==> src/rtl/win_scan_pkg.sv <==
// Shared types and defaults for the sliding-window scan controller.
package win_scan_pkg;

    typedef enum logic [1:0] {
        StIdle,
        StFill,
        StRun,
        StDone
    } scan_state_e;

    localparam int unsigned WinDefault = 7;

endpackage

==> src/rtl/scan_counter.sv <==
// Raster-order column/row counter; clr has priority over inc.
module scan_counter #(
    parameter int unsigned IMG_W = 640,
    parameter int unsigned IMG_H = 480
) (
    input  logic                       clk,
    input  logic                       rst,
    input  logic                       inc,
    input  logic                       clr,
    output logic [$clog2(IMG_W)-1:0]   col,
    output logic [$clog2(IMG_H)-1:0]   row,
    output logic                       last
);

    localparam int unsigned CW = $clog2(IMG_W);
    localparam int unsigned RW = $clog2(IMG_H);

    logic [CW-1:0] col_q, col_d;
    logic [RW-1:0] row_q, row_d;
    logic          col_max, row_max;

    assign col_max = (col_q == CW'(IMG_W - 1));
    assign row_max = (row_q == RW'(IMG_H - 1));

    always_comb begin
        col_d = col_q;
        row_d = row_q;
        if (clr) begin
            col_d = '0;
            row_d = '0;
        end else if (inc) begin
            if (col_max) begin
                col_d = '0;
                row_d = row_max ? '0 : row_q + RW'(1);
            end else begin
                col_d = col_q + CW'(1);
            end
        end
    end

    always_ff @(posedge clk or negedge rst) begin
        if (!rst) begin
            col_q <= '0;
            row_q <= '0;
        end else begin
            col_q <= col_d;
            row_q <= row_d;
        end
    end

    assign col  = col_q;
    assign row  = row_q;
    assign last = col_max && row_max;

endmodule

==> src/rtl/window_scan_ctrl.sv <==
// Sliding WIN x WIN window scan controller for a raster pixel stream.
// Define WIN_SCAN_FRAME_CNT_EN to add a 16-bit completed-frame counter output.
module window_scan_ctrl
    import win_scan_pkg::*;
#(
    parameter int unsigned IMG_W = 640,
    parameter int unsigned IMG_H = 480,
    parameter int unsigned WIN   = WinDefault
) (
    input  logic                       clk,
    input  logic                       rst,
    input  logic                       frame_start,
    input  logic                       pix_valid,
    output logic                       pix_ready,
    input  logic                       out_ready,
    output logic                       shift_en,
    output logic [$clog2(IMG_W)-1:0]   col,
    output logic [$clog2(IMG_H)-1:0]   row,
    output logic                       win_valid,
    output logic                       frame_done,
`ifdef WIN_SCAN_FRAME_CNT_EN
    output logic [15:0]                frame_cnt,
`endif
    output logic                       busy
);

    localparam int unsigned CW = $clog2(IMG_W);
    localparam int unsigned RW = $clog2(IMG_H);

    scan_state_e state_q;
    logic        win_valid_q;
    logic        frame_done_q;
    logic        active;
    logic        transfer;
    logic        last;
    logic        win_hit;
    logic        fill_end;
    logic        cnt_clr;

    assign active    = (state_q == StFill) || (state_q == StRun);
    // frame_start blocks the transfer so an abort never consumes a pixel.
    assign pix_ready = active && out_ready && !frame_start;
    assign transfer  = pix_valid && pix_ready;
    assign shift_en  = transfer;

    assign win_hit  = (col >= CW'(WIN - 1)) && (row >= RW'(WIN - 1));
    assign fill_end = (col == CW'(WIN - 1)) && (row == RW'(WIN - 1));
    assign cnt_clr  = frame_start || (transfer && last);

    scan_counter #(
        .IMG_W (IMG_W),
        .IMG_H (IMG_H)
    ) u_scan_counter (
        .clk  (clk),
        .rst  (rst),
        .inc  (transfer),
        .clr  (cnt_clr),
        .col  (col),
        .row  (row),
        .last (last)
    );

    always_ff @(posedge clk or negedge rst) begin
        if (!rst) begin
            state_q      <= StIdle;
            win_valid_q  <= 1'b0;
            frame_done_q <= 1'b0;
        end else begin
            win_valid_q  <= transfer && win_hit;
            frame_done_q <= 1'b0;
            unique case (state_q)
                StIdle: begin
                    if (frame_start) state_q <= StFill;
                end
                StFill, StRun: begin
                    if (frame_start) begin
                        state_q <= StFill;
                    end else if (transfer && last) begin
                        state_q      <= StDone;
                        frame_done_q <= 1'b1;
                    end else if (state_q == StFill && transfer && fill_end) begin
                        state_q <= StRun;
                    end
                end
                StDone: begin
                    state_q <= frame_start ? StFill : StIdle;
                end
                default: state_q <= StIdle;
            endcase
        end
    end

`ifdef WIN_SCAN_FRAME_CNT_EN
    logic [15:0] frame_cnt_q;

    always_ff @(posedge clk or negedge rst) begin
        if (!rst) begin
            frame_cnt_q <= 16'd0;
        end else if (transfer && last) begin
            frame_cnt_q <= frame_cnt_q + 16'd1;
        end
    end

    assign frame_cnt = frame_cnt_q;
`endif

    assign win_valid  = win_valid_q;
    assign frame_done = frame_done_q;
    assign busy       = (state_q != StIdle);

endmodule

==> config.mk <==
export PLATFORM = sky130hd
export DESIGN_NAME = window_scan_ctrl
export DESIGN_NICKNAME = d
export VERILOG_FILES = /design/src/rtl/win_scan_pkg.sv /design/src/rtl/scan_counter.sv /design/src/rtl/window_scan_ctrl.sv
export SDC_FILE = /design/constraint.sdc
export NUM_CORES = 1
export LEC_CHECK = 0
export CELL_PAD_IN_SITES_DETAIL_PLACEMENT = 1
export CELL_PAD_IN_SITES_GLOBAL_PLACEMENT = 2
export CORE_ASPECT_RATIO = 1.75
export CORE_UTILIZATION = 32
export DETAILED_ROUTE_END_ITERATION = 8
export PLACE_DENSITY = 0.88
export RECOVER_POWER = 100
export SLEW_MARGIN = 20
export SYNTH_ARGS = -nofsm -noshare
export SYNTH_HDL_FRONTEND = slang
export SYNTH_SLANG_ARGS = --single-unit
==> constraint.sdc <==
create_clock -name clk -period 3.8 [get_ports clk]
set_input_delay 0.76 -clock clk [delete_from_list [all_inputs] [get_ports clk]]
set_output_delay 0.76 -clock clk [all_outputs]
set_load 0.01 [all_outputs]
==> impl_summary.txt, run 1 <==
----------------------------------------------------
[Timing]
  Worst rel slew slack ... 0.170
  Fin Clk Skew ... 0.00385 ns
  Period utilization ... 0.851
  Final critical path time including I/O delays and setup ... 3.23 ns
  Maximum clock frequency ... 0.309 GHz
  Finish-stage setup viols ... 0
  Count of endpoints failing hold in the final timing report ... 0
  Unrepaired setup endpoints after global routing ... false
  Minimum hold slack ... 0.630 ns
  Total negative slack ... 0 ns
  Number of pins exceeding their max-slew limit in the final report ... 0
  Pin slew with the least headroom to its limit ... 1.24 ns

[Min path]
  Hold Crit Class ... register to register

[Flow run]
  Maxcap violations ... 0

[Clocking]
  Clock latency at the later pin of the worst-skew pair ... 0.26 ns
  Clock transition at the registers of the reported paths ... 0.08 ns
  Setup Buffers After CTS ... 0
  Clock root buffer ... sky130_fd_sc_hd__clkbuf_8
  Quantity of gates resized following cts ... 0
  Clock tree from TritonCTS ... yes
  Number of buffers added by the clock tree synthesis step ... 3
  Clk buf depth ... 2
  Cts-stage hold buffer count ... 0
  Sink count of the clock tree ... 23
  Deepest level of the CTS H-tree ... 1

[Yosys]
  Yosys reg bits ... 23
  Netlist cell types ... 34
  Post-synthesis sequential area ratio ... 0.422
  Mean area per synthesized cell ... 9.14 µm²
  Syn_nets ... 162
  Count of synthesis-stage warnings from yosys ... 0
  Area of the mapped netlist ... 1360 µm²
  Count of mapped cells out of synthesis ... 149

[Global routing]
  Number of antenna violations at the first check in global routing ... 0
  Largest net degree at the start of global routing ... 24
  First-pass GRT wire length ... 6.11 mm
  Number of global-route vias before repair ... 1275
  Global-route usage over all layers ... 0.184
  Total gr overflow ... 0

[Finish]
  Commonest non-fill, non-tap cell in the layout ... sky130_fd_sc_hd__dlygate4sd3_1
  Fraction of final layout cells sized beyond drive strength 1 ... 0.0281
  Antenna diode count ... 0
  Sequential Area ... 576 µm²
  Area growth from synthesis to final layout ... 24.7%
  Fill count ... 513
  # nets final ... 192
  Count of non-filler cells in the finished layout ... 227
  Most used cells in the layout excluding fill and tap cells ... 24 x sky130_fd_sc_hd__dlygate4sd3_1, 23 x sky130_fd_sc_hd__dfrtp_1, 18 x sky130_fd_sc_hd__nor2_1
  Area occupied by multi-input gates ... 694 µm²

[Die]
  Die extent in y ... 88.3 µm
  Num ports ... 29
  Die footprint ... 4530 µm²
  Number of rows in the core area ... 31
  Horizontal die dimension ... 51.3 µm
  Starting Density ... 0.331
  Area of the core region ... 4110 µm²

[Setup path]
  Path type of the worst setup path ... input pin to output pin
  Critical Path Source Type ... input pin
  Kind of cell with the highest combined delay on the critical path ... buffers and inverters
  Required time of the critical path ... 3.04 ns
  Critical Path Fanout Max ... 6
  Total buffers and inverters traversed by the critical path ... 3
  Cell-by-cell trace of the critical path ... dlygate4sd3_1 -> nand4b_1 -> inv_1 -> dlygate4sd3_1
  Delay of the slowest cell on the worst path ... 0.64 ns
  Slowest cell on crit path ... sky130_fd_sc_hd__dlygate4sd3_1
  Endpoint arrival time on the critical path ... 2.47 ns
  Most used cell along the critical path ... sky130_fd_sc_hd__dlygate4sd3_1
  Critical path endpoint category ... output pin

[Route]
  Vias per cell ... 5.53
  Post-route antenna net violation count ... 0
  Initial detailed-routing violation count ... 24
  Number of remaining DRC errors ... 0
  Iteration count of the initial detailed-routing pass ... 4
  Routed via count ... 1256
  Detailed Route WL ... 3.79 mm
  WL per Instance ... 16.7 µm

[Status]
  Status ... completed

[Pwr]
  VDD IR max ... 0.000150 V
  Post-route total power ... 490 µW
  Cell area power density ... 289 nW/µm²
  Leakage power figure ... 0.000754 µW

[Place]
  Post-Place Cells ... 223
  Total of buffers placed on input and output ports ... 28
  Placer congestion estimate ... 0.803
  Half-perimeter wire length of the detailed placement result ... 2.94 mm

----------------------------------------------------
[per-layer routing]
| metal | up-vias | global-route usage | wire (µm) | share of wire |
|---|---|---|---|---|
| li1 | 587 | - | - | - |
| met1 | 630 | 0.187 | 1490 | 0.39 |
| met2 | 33 | 0.368 | 2120 | 0.56 |
| met3 | 6 | 0.0172 | 107 | 0.028 |
| met4 | 0 | 0.0762 | 66 | 0.017 |
| met5 | - | 0 | 0 | 0 |
[worst reg2reg max path, cell delays in order (launching register included)]
cell	delay (ns)
sky130_fd_sc_hd__dfrtp_1	0.42
sky130_fd_sc_hd__inv_1	0.09
sky130_fd_sc_hd__ha_1	0.38
sky130_fd_sc_hd__nand4b_1	0.25
sky130_fd_sc_hd__or4_1	0.82
sky130_fd_sc_hd__nand2b_1	0.28
sky130_fd_sc_hd__or4_1	0.42
sky130_fd_sc_hd__a21oi_1	0.18
[final cells by class]
cell class | instances | share of cell area
Sequential cell | 23 | 0.339
Timing Repair Buffer | 29 | 0.166
Inverter | 11 | 0.0243
Clock buffer | 4 | 0.0265
Multi-Input combinational cell | 111 | 0.409
Tap cell | 49 | 0.0361
[through the flow]
stage	setup WS, ns	instance area, µm²	util
CTS	0.778	1730	0.421
detailed placement	0.766	1690	0.410
finish	0.566	1700	0.413
floorplan	1.46	1360	-
global route	0.472	1700	0.413
global placement	0.783	1690	0.410
[path summary, 6_finish.rpt]
check / from / endpoint / slack (ns) / cells past startpoint
worst max register to register: state_q[0]$_DFFE_PN0P_ / u_scan_counter.row[7]$_DFFE_PN0P_ / 0.89 / 7
min in group asynchronous: rst / u_scan_counter.row[3]$_DFFE_PN0P_ / 0.74 / 1
worst max-delay path: out_ready / shift_en / 0.57 / 4
max in group asynchronous: rst / u_scan_counter.col[0]$_DFFE_PN0P_ / 2.32 / 1
worst min-delay path: u_scan_counter.row[6]$_DFFE_PN0P_ / u_scan_counter.row[6]$_DFFE_PN0P_ / 0.63 / 2
worst min register to register: u_scan_counter.row[6]$_DFFE_PN0P_ / u_scan_counter.row[6]$_DFFE_PN0P_ / 0.63 / 2
[cell families after synthesis]
family | count (synthesis) | synth area share
fa+ha+maj | 8 | 0.0735
xor+xnor | 9 | 0.0578
buf+inv | 15 | 0.0487
mux | 1 | 0.00735
flops | 23 | 0.422
compound gates | 26 | 0.113
simple gates | 67 | 0.277
[cells in the mapped netlist]
| cell type | count | area, µm² |
|---|---|---|
| sky130_fd_sc_hd__nand3_1 | 7 | 35.0 |
| sky130_fd_sc_hd__nand4bb_1 | 1 | 11.3 |
| sky130_fd_sc_hd__a211oi_1 | 1 | 7.51 |
| sky130_fd_sc_hd__or4_1 | 4 | 30.0 |
| sky130_fd_sc_hd__o31a_1 | 1 | 8.76 |
| sky130_fd_sc_hd__nand4b_4 | 1 | 23.8 |
| sky130_fd_sc_hd__nor3b_1 | 1 | 7.51 |
| sky130_fd_sc_hd__o21ai_0 | 7 | 35.0 |
| sky130_fd_sc_hd__inv_1 | 11 | 41.3 |
| sky130_fd_sc_hd__nor2_1 | 18 | 67.6 |
| sky130_fd_sc_hd__mux2i_1 | 1 | 10.0 |
| sky130_fd_sc_hd__or4b_1 | 2 | 20.0 |
| sky130_fd_sc_hd__or3_1 | 2 | 12.5 |
| sky130_fd_sc_hd__nand2_1 | 12 | 45.0 |
| sky130_fd_sc_hd__a22oi_1 | 2 | 15.0 |
| sky130_fd_sc_hd__nand2b_4 | 1 | 13.8 |
| sky130_fd_sc_hd__nor4_1 | 3 | 18.8 |
| sky130_fd_sc_hd__a41o_1 | 1 | 10.0 |
| sky130_fd_sc_hd__o31ai_1 | 2 | 15.0 |
| sky130_fd_sc_hd__and2_1 | 1 | 6.26 |
| sky130_fd_sc_hd__or4_4 | 1 | 11.3 |
| sky130_fd_sc_hd__xor2_1 | 5 | 43.8 |
| sky130_fd_sc_hd__a21oi_1 | 10 | 50.1 |
| sky130_fd_sc_hd__buf_2 | 2 | 10.0 |
| sky130_fd_sc_hd__buf_6 | 1 | 11.3 |
| sky130_fd_sc_hd__ha_1 | 8 | 100 |
| sky130_fd_sc_hd__xnor2_1 | 4 | 35.0 |
| sky130_fd_sc_hd__and3_1 | 1 | 6.26 |
| sky130_fd_sc_hd__nand4_1 | 6 | 37.5 |
| sky130_fd_sc_hd__clkbuf_1 | 1 | 3.75 |
| sky130_fd_sc_hd__or2_2 | 1 | 6.26 |
| sky130_fd_sc_hd__dfrtp_1 | 23 | 576 |
| sky130_fd_sc_hd__nor3_1 | 5 | 25.0 |
| sky130_fd_sc_hd__a31oi_1 | 2 | 12.5 |
[state kept, by name (all words and copies together) (netlist names)]
| signal | count |
|---|---|
| frame_done | 1 |
| u_scan_counter.row | 9 |
| state_q | 2 |
| win_valid | 1 |
| u_scan_counter.col | 10 |
[report_power, final]
part | switching [µW] | internal [µW]
Sequential | 8.12 | 250
Combinational | 50.4 | 32.4
Clock | 75.0 | 74.7
Note: power is estimated with default switching activity, not from simulation.
==> inputs of run 2 (changes only) <==
--- a/config.mk
+++ b/config.mk
@@ -8,11 +8,13 @@
 export CELL_PAD_IN_SITES_DETAIL_PLACEMENT = 1
 export CELL_PAD_IN_SITES_GLOBAL_PLACEMENT = 2
 export CORE_ASPECT_RATIO = 1.75
-export CORE_UTILIZATION = 32
+export CORE_UTILIZATION = 34
 export DETAILED_ROUTE_END_ITERATION = 8
-export PLACE_DENSITY = 0.88
+export MAX_ROUTING_LAYER = met4
+export PLACE_DENSITY = 0.89
 export RECOVER_POWER = 100
 export SLEW_MARGIN = 20
 export SYNTH_ARGS = -nofsm -noshare
 export SYNTH_HDL_FRONTEND = slang
+export SYNTH_HIERARCHICAL = 1
 export SYNTH_SLANG_ARGS = --single-unit
==> run 2 against run 1 <==
  * Setup slack worse by 0.063 ns
  * Hold slack worse by 0.025 ns
  * Global-route usage up 2.1 points
  * Sequential cell count unchanged
  * Cell area up 4.7%
  * Sequential power up 3%
  * Via count down 0.96%
==> impl_summary.txt, run 2 <==
----------------------------------------------------
[Status]
  Status ... completed

[Finish]
  # nets final ... 187
  Commonest non-fill, non-tap cell in the layout ... sky130_fd_sc_hd__dlygate4sd3_1
  Final core utilization ... 0.451
  Fill count ... 464
  Most used cells in the layout excluding fill and tap cells ... 25 x sky130_fd_sc_hd__dlygate4sd3_1, 23 x sky130_fd_sc_hd__dfrtp_1, 16 x sky130_fd_sc_hd__nor2_1
  Count of non-filler cells in the finished layout ... 223
  Fraction of final layout cells sized beyond drive strength 1 ... 0.0857
  Area growth from synthesis to final layout ... 25.5%
  Area occupied by multi-input gates ... 783 µm²
  Max reg flops ... 10
  Antenna diode count ... 0
  Sequential Area ... 576 µm²

[Route]
  Routed via count ... 1244
  Detailed Route WL ... 3.88 mm
  Initial detailed-routing violation count ... 9
  Iteration count of the initial detailed-routing pass ... 4
  Vias per cell ... 5.58
  WL per Instance ... 17.4 µm
  Post-route antenna net violation count ... 0
  Number of remaining DRC errors ... 0

[Timing]
  Maximum clock frequency ... 0.303 GHz
  Total negative slack ... 0 ns
  Fin Clk Skew ... 0.00384 ns
  Count of endpoints failing hold in the final timing report ... 0
  Pin slew with the least headroom to its limit ... 1.28 ns
  Finish-stage setup viols ... 0
  Number of pins exceeding their max-slew limit in the final report ... 0
  PnR worst setup slack ... 0.502 ns
  Unrepaired setup endpoints after global routing ... false
  Period utilization ... 0.868
  Worst rel slew slack ... 0.144
  Final critical path time including I/O delays and setup ... 3.30 ns

[Yosys]
  Fraction of post-synthesis cell area in the top cell type by area ... 0.406
  Share of flip-flops with an asynchronous set or reset after synthesis ... 1.00
  Cells taking the most area after synthesis ... sky130_fd_sc_hd__dfrtp_1 41%, sky130_fd_sc_hd__ha_1 5.3%, sky130_fd_sc_hd__nor2_1 4.2%
  Cell type with the largest total area after synthesis ... sky130_fd_sc_hd__dfrtp_1
  Mean area per synthesized cell ... 9.91 µm²
  Number of enable-type register cells in the synthesized netlist ... 0
  Yosys reg bits ... 23
  Count of mapped cells out of synthesis ... 143
  Count of synthesis-stage warnings from yosys ... 6
  Most frequent cell after synthesis ... sky130_fd_sc_hd__dfrtp_1
  Area of the mapped netlist ... 1420 µm²
  Syn_nets ... 154
  Dominant register cell in the synthesized netlist ... sky130_fd_sc_hd__dfrtp_1
  Netlist cell types ... 45
  Post-synthesis sequential area ratio ... 0.406
  Top cell types by occurrence after synthesis ... 23 x sky130_fd_sc_hd__dfrtp_1, 16 x sky130_fd_sc_hd__nor2_1, 10 x sky130_fd_sc_hd__inv_1

[Place]
  Post-Place Cells ... 219
  Placer congestion estimate ... 0.818
  Total of buffers placed on input and output ports ... 28
  Half-perimeter wire length of the detailed placement result ... 3.02 mm
  Pre-CTS WS ... 0.643 ns

[Pwr]
  Cell area power density ... 328 nW/µm²
  VDD IR max ... 0.000233 V
  Leakage power figure ... 0.000844 µW

[Die]
  Num ports ... 29
  Area of the core region ... 3940 µm²
  Die footprint ... 4440 µm²
  Horizontal die dimension ... 50.8 µm
  Starting Density ... 0.360
  Number of rows in the core area ... 30
  Die extent in y ... 87.4 µm

[Global routing]
  Number of antenna violations at the first check in global routing ... 0
  Number of global-route vias before repair ... 1350
  Total gr overflow ... 0
  First-pass GRT wire length ... 6.66 mm
  Largest net degree at the start of global routing ... 24
  Global-route usage over all layers ... 0.205

[Setup path]
  Path type of the worst setup path ... input pin to register
  Slowest cell on crit path ... sky130_fd_sc_hd__o31ai_2
  Required time of the critical path ... 3.96 ns
  Delay of the slowest cell on the worst path ... 0.70 ns
  Endpoint arrival time on the critical path ... 3.45 ns
  Total buffers and inverters traversed by the critical path ... 2
  Critical path endpoint category ... register
  Kind of cell with the highest combined delay on the critical path ... compound AO/OA/AOI/OAI gates
  Critical Path Source Type ... input pin
  Critical Path Fanout Max ... 11
  Cell-by-cell trace of the critical path ... dlygate4sd3_1 -> nand4b_1 -> inv_1 -> nand4_1 -> o31ai_2 -> o21ai_0 -> a22o_1

[Clocking]
  Clk buf depth ... 2
  Quantity of gates resized following cts ... 0
  Sink count of the clock tree ... 23
  Clock latency at the later pin of the worst-skew pair ... 0.27 ns
  Clock transition at the registers of the reported paths ... 0.08 ns
  Setup Buffers After CTS ... 0
  Clock tree from TritonCTS ... yes
  Number of buffers added by the clock tree synthesis step ... 3
  Deepest level of the CTS H-tree ... 1
  Clock root buffer ... sky130_fd_sc_hd__clkbuf_8
  Cts-stage hold buffer count ... 0

[Flow run]
  Maxcap violations ... 0

[Min path]
  Hold Crit Class ... register to register

----------------------------------------------------
-- run 2: changes by cell type in the layout (fill, tap and decap cells not counted), moves of 3 or more --
cell and change:
sky130_fd_sc_hd__nand2_1 -6, sky130_fd_sc_hd__or4_1 -5, sky130_fd_sc_hd__a21oi_1 -3, sky130_fd_sc_hd__a22o_1 +3
-- run 2: power breakdown --
group	total [µW]	internal [µW]	switching [µW]
clock	155	74.9	80.1
combinational	164	74.5	89.9
sequential	265	256	9.30
-- run 2: final timing paths --
path	startpoint	to	slack [ns]	cells after the start
max	frame_start	u_scan_counter/row[3]$_DFFE_PN0P_	0.50	7
max reg2reg	u_scan_counter/col[8]$_DFFE_PN0P_	u_scan_counter/row[3]$_DFFE_PN0P_	0.60	8
min	state_q[1]$_DFFE_PN0P_	state_q[1]$_DFFE_PN0P_	0.60	2
min reg2reg	state_q[1]$_DFFE_PN0P_	state_q[1]$_DFFE_PN0P_	0.60	2
max in group asynchronous	rst	state_q[1]$_DFFE_PN0P_	2.29	1
min in group asynchronous	rst	u_scan_counter/row[7]$_DFFE_PN0P_	0.75	1
-- run 2: metal layers --
layer  up-vias  wire (µm)  track usage
li1        587          -            -
met1       629       1530        0.224
met2        24       2210        0.373
met3         4         90       0.0175
met4         0         55       0.0859
met5         -          0            -
-- run 2: cells by family (layout without fill, tap and decap cells) --
logic type      after synthesis  count (layout)  synth area share
compound gates               28              28             0.170
xor+xnor                      8               8            0.0494
fa+ha+maj                     6               6            0.0530
buf+inv                      11              43            0.0291
flops                        23              23             0.406
mux                           2               2            0.0150
simple gates                 65              65             0.277
-- run 2: through the flow --
stage          total power (µW)  hold slack [ns]  area [µm²]
6_report                    584            0.605        1780
2_1_floorplan               378            0.464        1420
5_1_grt                     618            0.657        1780
3_3_place_gp                435            0.557        1760
4_1_cts                     597            0.605        1810
3_5_place_dp                442            0.585        1760
-- run 2: cell type report --
type                       instances  share of cell area
multi-input combinational        109               0.440
sequential                        23               0.323
timing repair buffer              29               0.156
tap                               48              0.0338
clock buffer                       4              0.0253
inverter                          10              0.0211
-- run 2: worst reg2reg max path, stage by stage (launching register included) --
cell and delay [ns]:
sky130_fd_sc_hd__dfrtp_1 0.43, sky130_fd_sc_hd__or3b_1 0.47, sky130_fd_sc_hd__or3_1 0.43, sky130_fd_sc_hd__nor4b_1 0.46, sky130_fd_sc_hd__a41o_1 0.42, sky130_fd_sc_hd__inv_1 0.17
sky130_fd_sc_hd__o31ai_2 0.21, sky130_fd_sc_hd__o21ai_0 0.21, sky130_fd_sc_hd__a22o_1 0.28
==> inputs of run 3 (changes only) <==
--- a/config.mk
+++ b/config.mk
@@ -13,6 +13,7 @@
 export MAX_ROUTING_LAYER = met4
 export PLACE_DENSITY = 0.89
 export RECOVER_POWER = 100
+export REMOVE_ABC_BUFFERS = 1
 export SLEW_MARGIN = 20
 export SYNTH_ARGS = -nofsm -noshare
 export SYNTH_HDL_FRONTEND = slang
==> constraint.sdc (replaced) <==
create_clock -name clk -period 3.8 [get_ports clk]
set_input_delay 1.14 -clock clk [delete_from_list [all_inputs] [get_ports clk]]
set_output_delay 1.14 -clock clk [all_outputs]
set_load 0.01 [all_outputs]
==> run 3 against run 2 <==
  * Non-clock buffer count up 3
  * Largest cell class unchanged
  * Utilization up 0.44 points
  * Final cell count up 1.3%
  * Cell area up 0.98%
  * Count of clock-buffer cells in the layout unchanged
  * Hold slack better by 0.0064 ns
  * Clock skew down 0.0011 ns
  * Register-to-register slack worse by 0.14 ns
==> impl_summary.txt, run 3 (synthesis gave the netlist of run 2 again) <==
----------------------------------------------------
[Status]
  Status ... completed

[Setup path]
  Critical Path Source Type ... input pin
  Cell-by-cell trace of the critical path ... clkdlybuf4s50_1 -> nand4b_1 -> inv_1 -> clkdlybuf4s50_1
  Critical Path Fanout Max ... 4
  Slowest cell on crit path ... sky130_fd_sc_hd__clkdlybuf4s50_1
  Endpoint arrival time on the critical path ... 2.51 ns
  Critical path endpoint category ... output pin
  Required time of the critical path ... 2.66 ns
  Path type of the worst setup path ... input pin to output pin
  Most used cell along the critical path ... sky130_fd_sc_hd__clkdlybuf4s50_1
  Delay of the slowest cell on the worst path ... 0.54 ns

[Clocking]
  Quantity of gates resized following cts ... 0
  Cts-stage hold buffer count ... 0
  Clock transition at the registers of the reported paths ... 0.08 ns
  Setup Buffers After CTS ... 0
  Clock tree from TritonCTS ... yes
  Sink count of the clock tree ... 23
  Clk buf depth ... 2
  Clock latency at the later pin of the worst-skew pair ... 0.26 ns
  Number of buffers added by the clock tree synthesis step ... 3
  Deepest level of the CTS H-tree ... 1
  Clock root buffer ... sky130_fd_sc_hd__clkbuf_8

[Finish]
  # nets final ... 190
  Area growth from synthesis to final layout ... 26.7%
  Antenna diode count ... 0
  Commonest non-fill, non-tap cell in the layout ... sky130_fd_sc_hd__dlygate4sd3_1
  Max reg flops ... 10
  Final std cell area, no fill ... 1800 µm²
  Fraction of final layout cells sized beyond drive strength 1 ... 0.0899
  Most used cells in the layout excluding fill and tap cells ... 24 x sky130_fd_sc_hd__dlygate4sd3_1, 23 x sky130_fd_sc_hd__dfrtp_1, 16 x sky130_fd_sc_hd__nor2_1
  Fill count ... 471

[Route]
  Post-route antenna net violation count ... 0
  Initial detailed-routing violation count ... 19
  Routed via count ... 1267
  Vias per cell ... 5.61
  Number of remaining DRC errors ... 0
  Iteration count of the initial detailed-routing pass ... 4
  WL per Instance ... 17.6 µm
  Detailed Route WL ... 3.97 mm

[Die]
  Num ports ... 29
  Die footprint ... 4440 µm²
  Starting Density ... 0.360
  Horizontal die dimension ... 50.8 µm
  Number of rows in the core area ... 30
  Die extent in y ... 87.4 µm
  Area of the core region ... 3940 µm²

[Pwr]
  Net switching power of the design ... 176 µW
  Register share of total power ... 0.458
  Internal power of the cells ... 403 µW
  Cell area power density ... 322 nW/µm²
  Combinational group share of total power ... 0.276
  VDD IR max ... 0.000183 V
  Switching share of power ... 0.304
  Leakage power figure ... 0.000858 µW
  Clock group share of total power ... 0.266

[Timing]
  Maximum clock frequency ... 0.274 GHz
  Total negative slack ... 0 ns
  Period utilization ... 0.959
  Fin Clk Skew ... 0.00270 ns
  Count of endpoints failing hold in the final timing report ... 0
  Worst rel slew slack ... 0.130
  Unrepaired setup endpoints after global routing ... false
  Pin slew with the least headroom to its limit ... 1.31 ns
  Final critical path time including I/O delays and setup ... 3.65 ns
  Finish-stage setup viols ... 0
  Number of pins exceeding their max-slew limit in the final report ... 0

[Place]
  Half-perimeter wire length of the detailed placement result ... 3.06 mm
  Post-placement cell area ... 1780 µm²
  Placer congestion estimate ... 0.843
  Total of buffers placed on input and output ports ... 28

[Flow run]
  Maxcap violations ... 0

[Global routing]
  Number of global-route vias before repair ... 1404
  Number of antenna violations at the first check in global routing ... 0
  Global-route usage over all layers ... 0.212
  Total gr overflow ... 0
  Largest net degree at the start of global routing ... 24
  First-pass GRT wire length ... 6.89 mm

[Min path]
  Hold Crit Class ... register to register

----------------------------------------------------
[run 3: changes by cell type in the layout (fill, tap and decap cells not counted)]
cell | before | now
sky130_fd_sc_hd__nand4_1 | 4 | 3
sky130_fd_sc_hd__o32ai_1 | 0 | 1
sky130_fd_sc_hd__o32ai_2 | 1 | 0
sky130_fd_sc_hd__dlygate4sd3_1 | 25 | 24
sky130_fd_sc_hd__clkbuf_1 | 3 | 4
sky130_fd_sc_hd__clkdlybuf4s50_1 | 2 | 4
sky130_fd_sc_hd__nand4_2 | 1 | 2
sky130_fd_sc_hd__clkbuf_2 | 0 | 1
[run 3: final timing paths]
kind	to	slack, ns	cells past startpoint	startpoint
worst max-delay path	shift_en	0.15	4	frame_start
worst min-delay path	u_scan_counter/col[9]$_DFFE_PN0P_	0.61	2	u_scan_counter/col[9]$_DFFE_PN0P_
worst max register to register	u_scan_counter/col[7]$_DFFE_PN0P_	0.46	9	u_scan_counter/col[8]$_DFFE_PN0P_
worst min register to register	u_scan_counter/col[9]$_DFFE_PN0P_	0.61	2	u_scan_counter/col[9]$_DFFE_PN0P_
max in group asynchronous	u_scan_counter/col[4]$_DFFE_PN0P_	1.34	2	rst
min in group asynchronous	u_scan_counter/row[7]$_DFFE_PN0P_	1.68	2	rst
[run 3: through the flow]
stage | instances | hold WS (ns) | setup WS [ns] | total power (µW) | util
4_1_cts | 226 | 0.617 | 0.145 | 604 | 0.464
5_1_grt | 226 | 0.640 | 0.0685 | 617 | 0.456
2_1_floorplan | 142 | 0.527 | 0.940 | 377 | -
6_report | 226 | 0.611 | 0.154 | 579 | 0.456
3_3_place_gp | 222 | 0.567 | 0.185 | 432 | 0.453
3_5_place_dp | 222 | 0.594 | 0.150 | 449 | 0.453
[run 3: power by group through the flow]
stage               sequential (µW)  clock [µW]  combinational, µW
finish                          265         154                160
global route                    268         170                179
CTS                             265         159                180
floorplan                       268           0                109
global placement                268           0                163
detailed placement              271           0                178
[run 3: metal layers]
metal | share of wire | track usage | up-vias
met1 | 0.39 | 0.229 | 647
met4 | 0.016 | 0.0960 | 0
met2 | 0.58 | 0.382 | 26
met3 | 0.018 | 0.0192 | 4
met5 | 0 | - | -
li1 | - | - | 590
[run 3: cell type report]
class                           count  area (µm²)  area share
Multi-Input combinational cell    109         782       0.435
Inverter                           10        37.5      0.0209
Timing Repair Buffer               32         297       0.165
Tap cell                           48        60.1      0.0334
Sequential cell                    23         576       0.320
Clock buffer                        4        45.0      0.0251
[run 3: worst max-delay path: cells and delay by family]
kind	cells	cell delay, ns
buffers and inverters	3	1.11
and+or+nand+nor	1	0.25
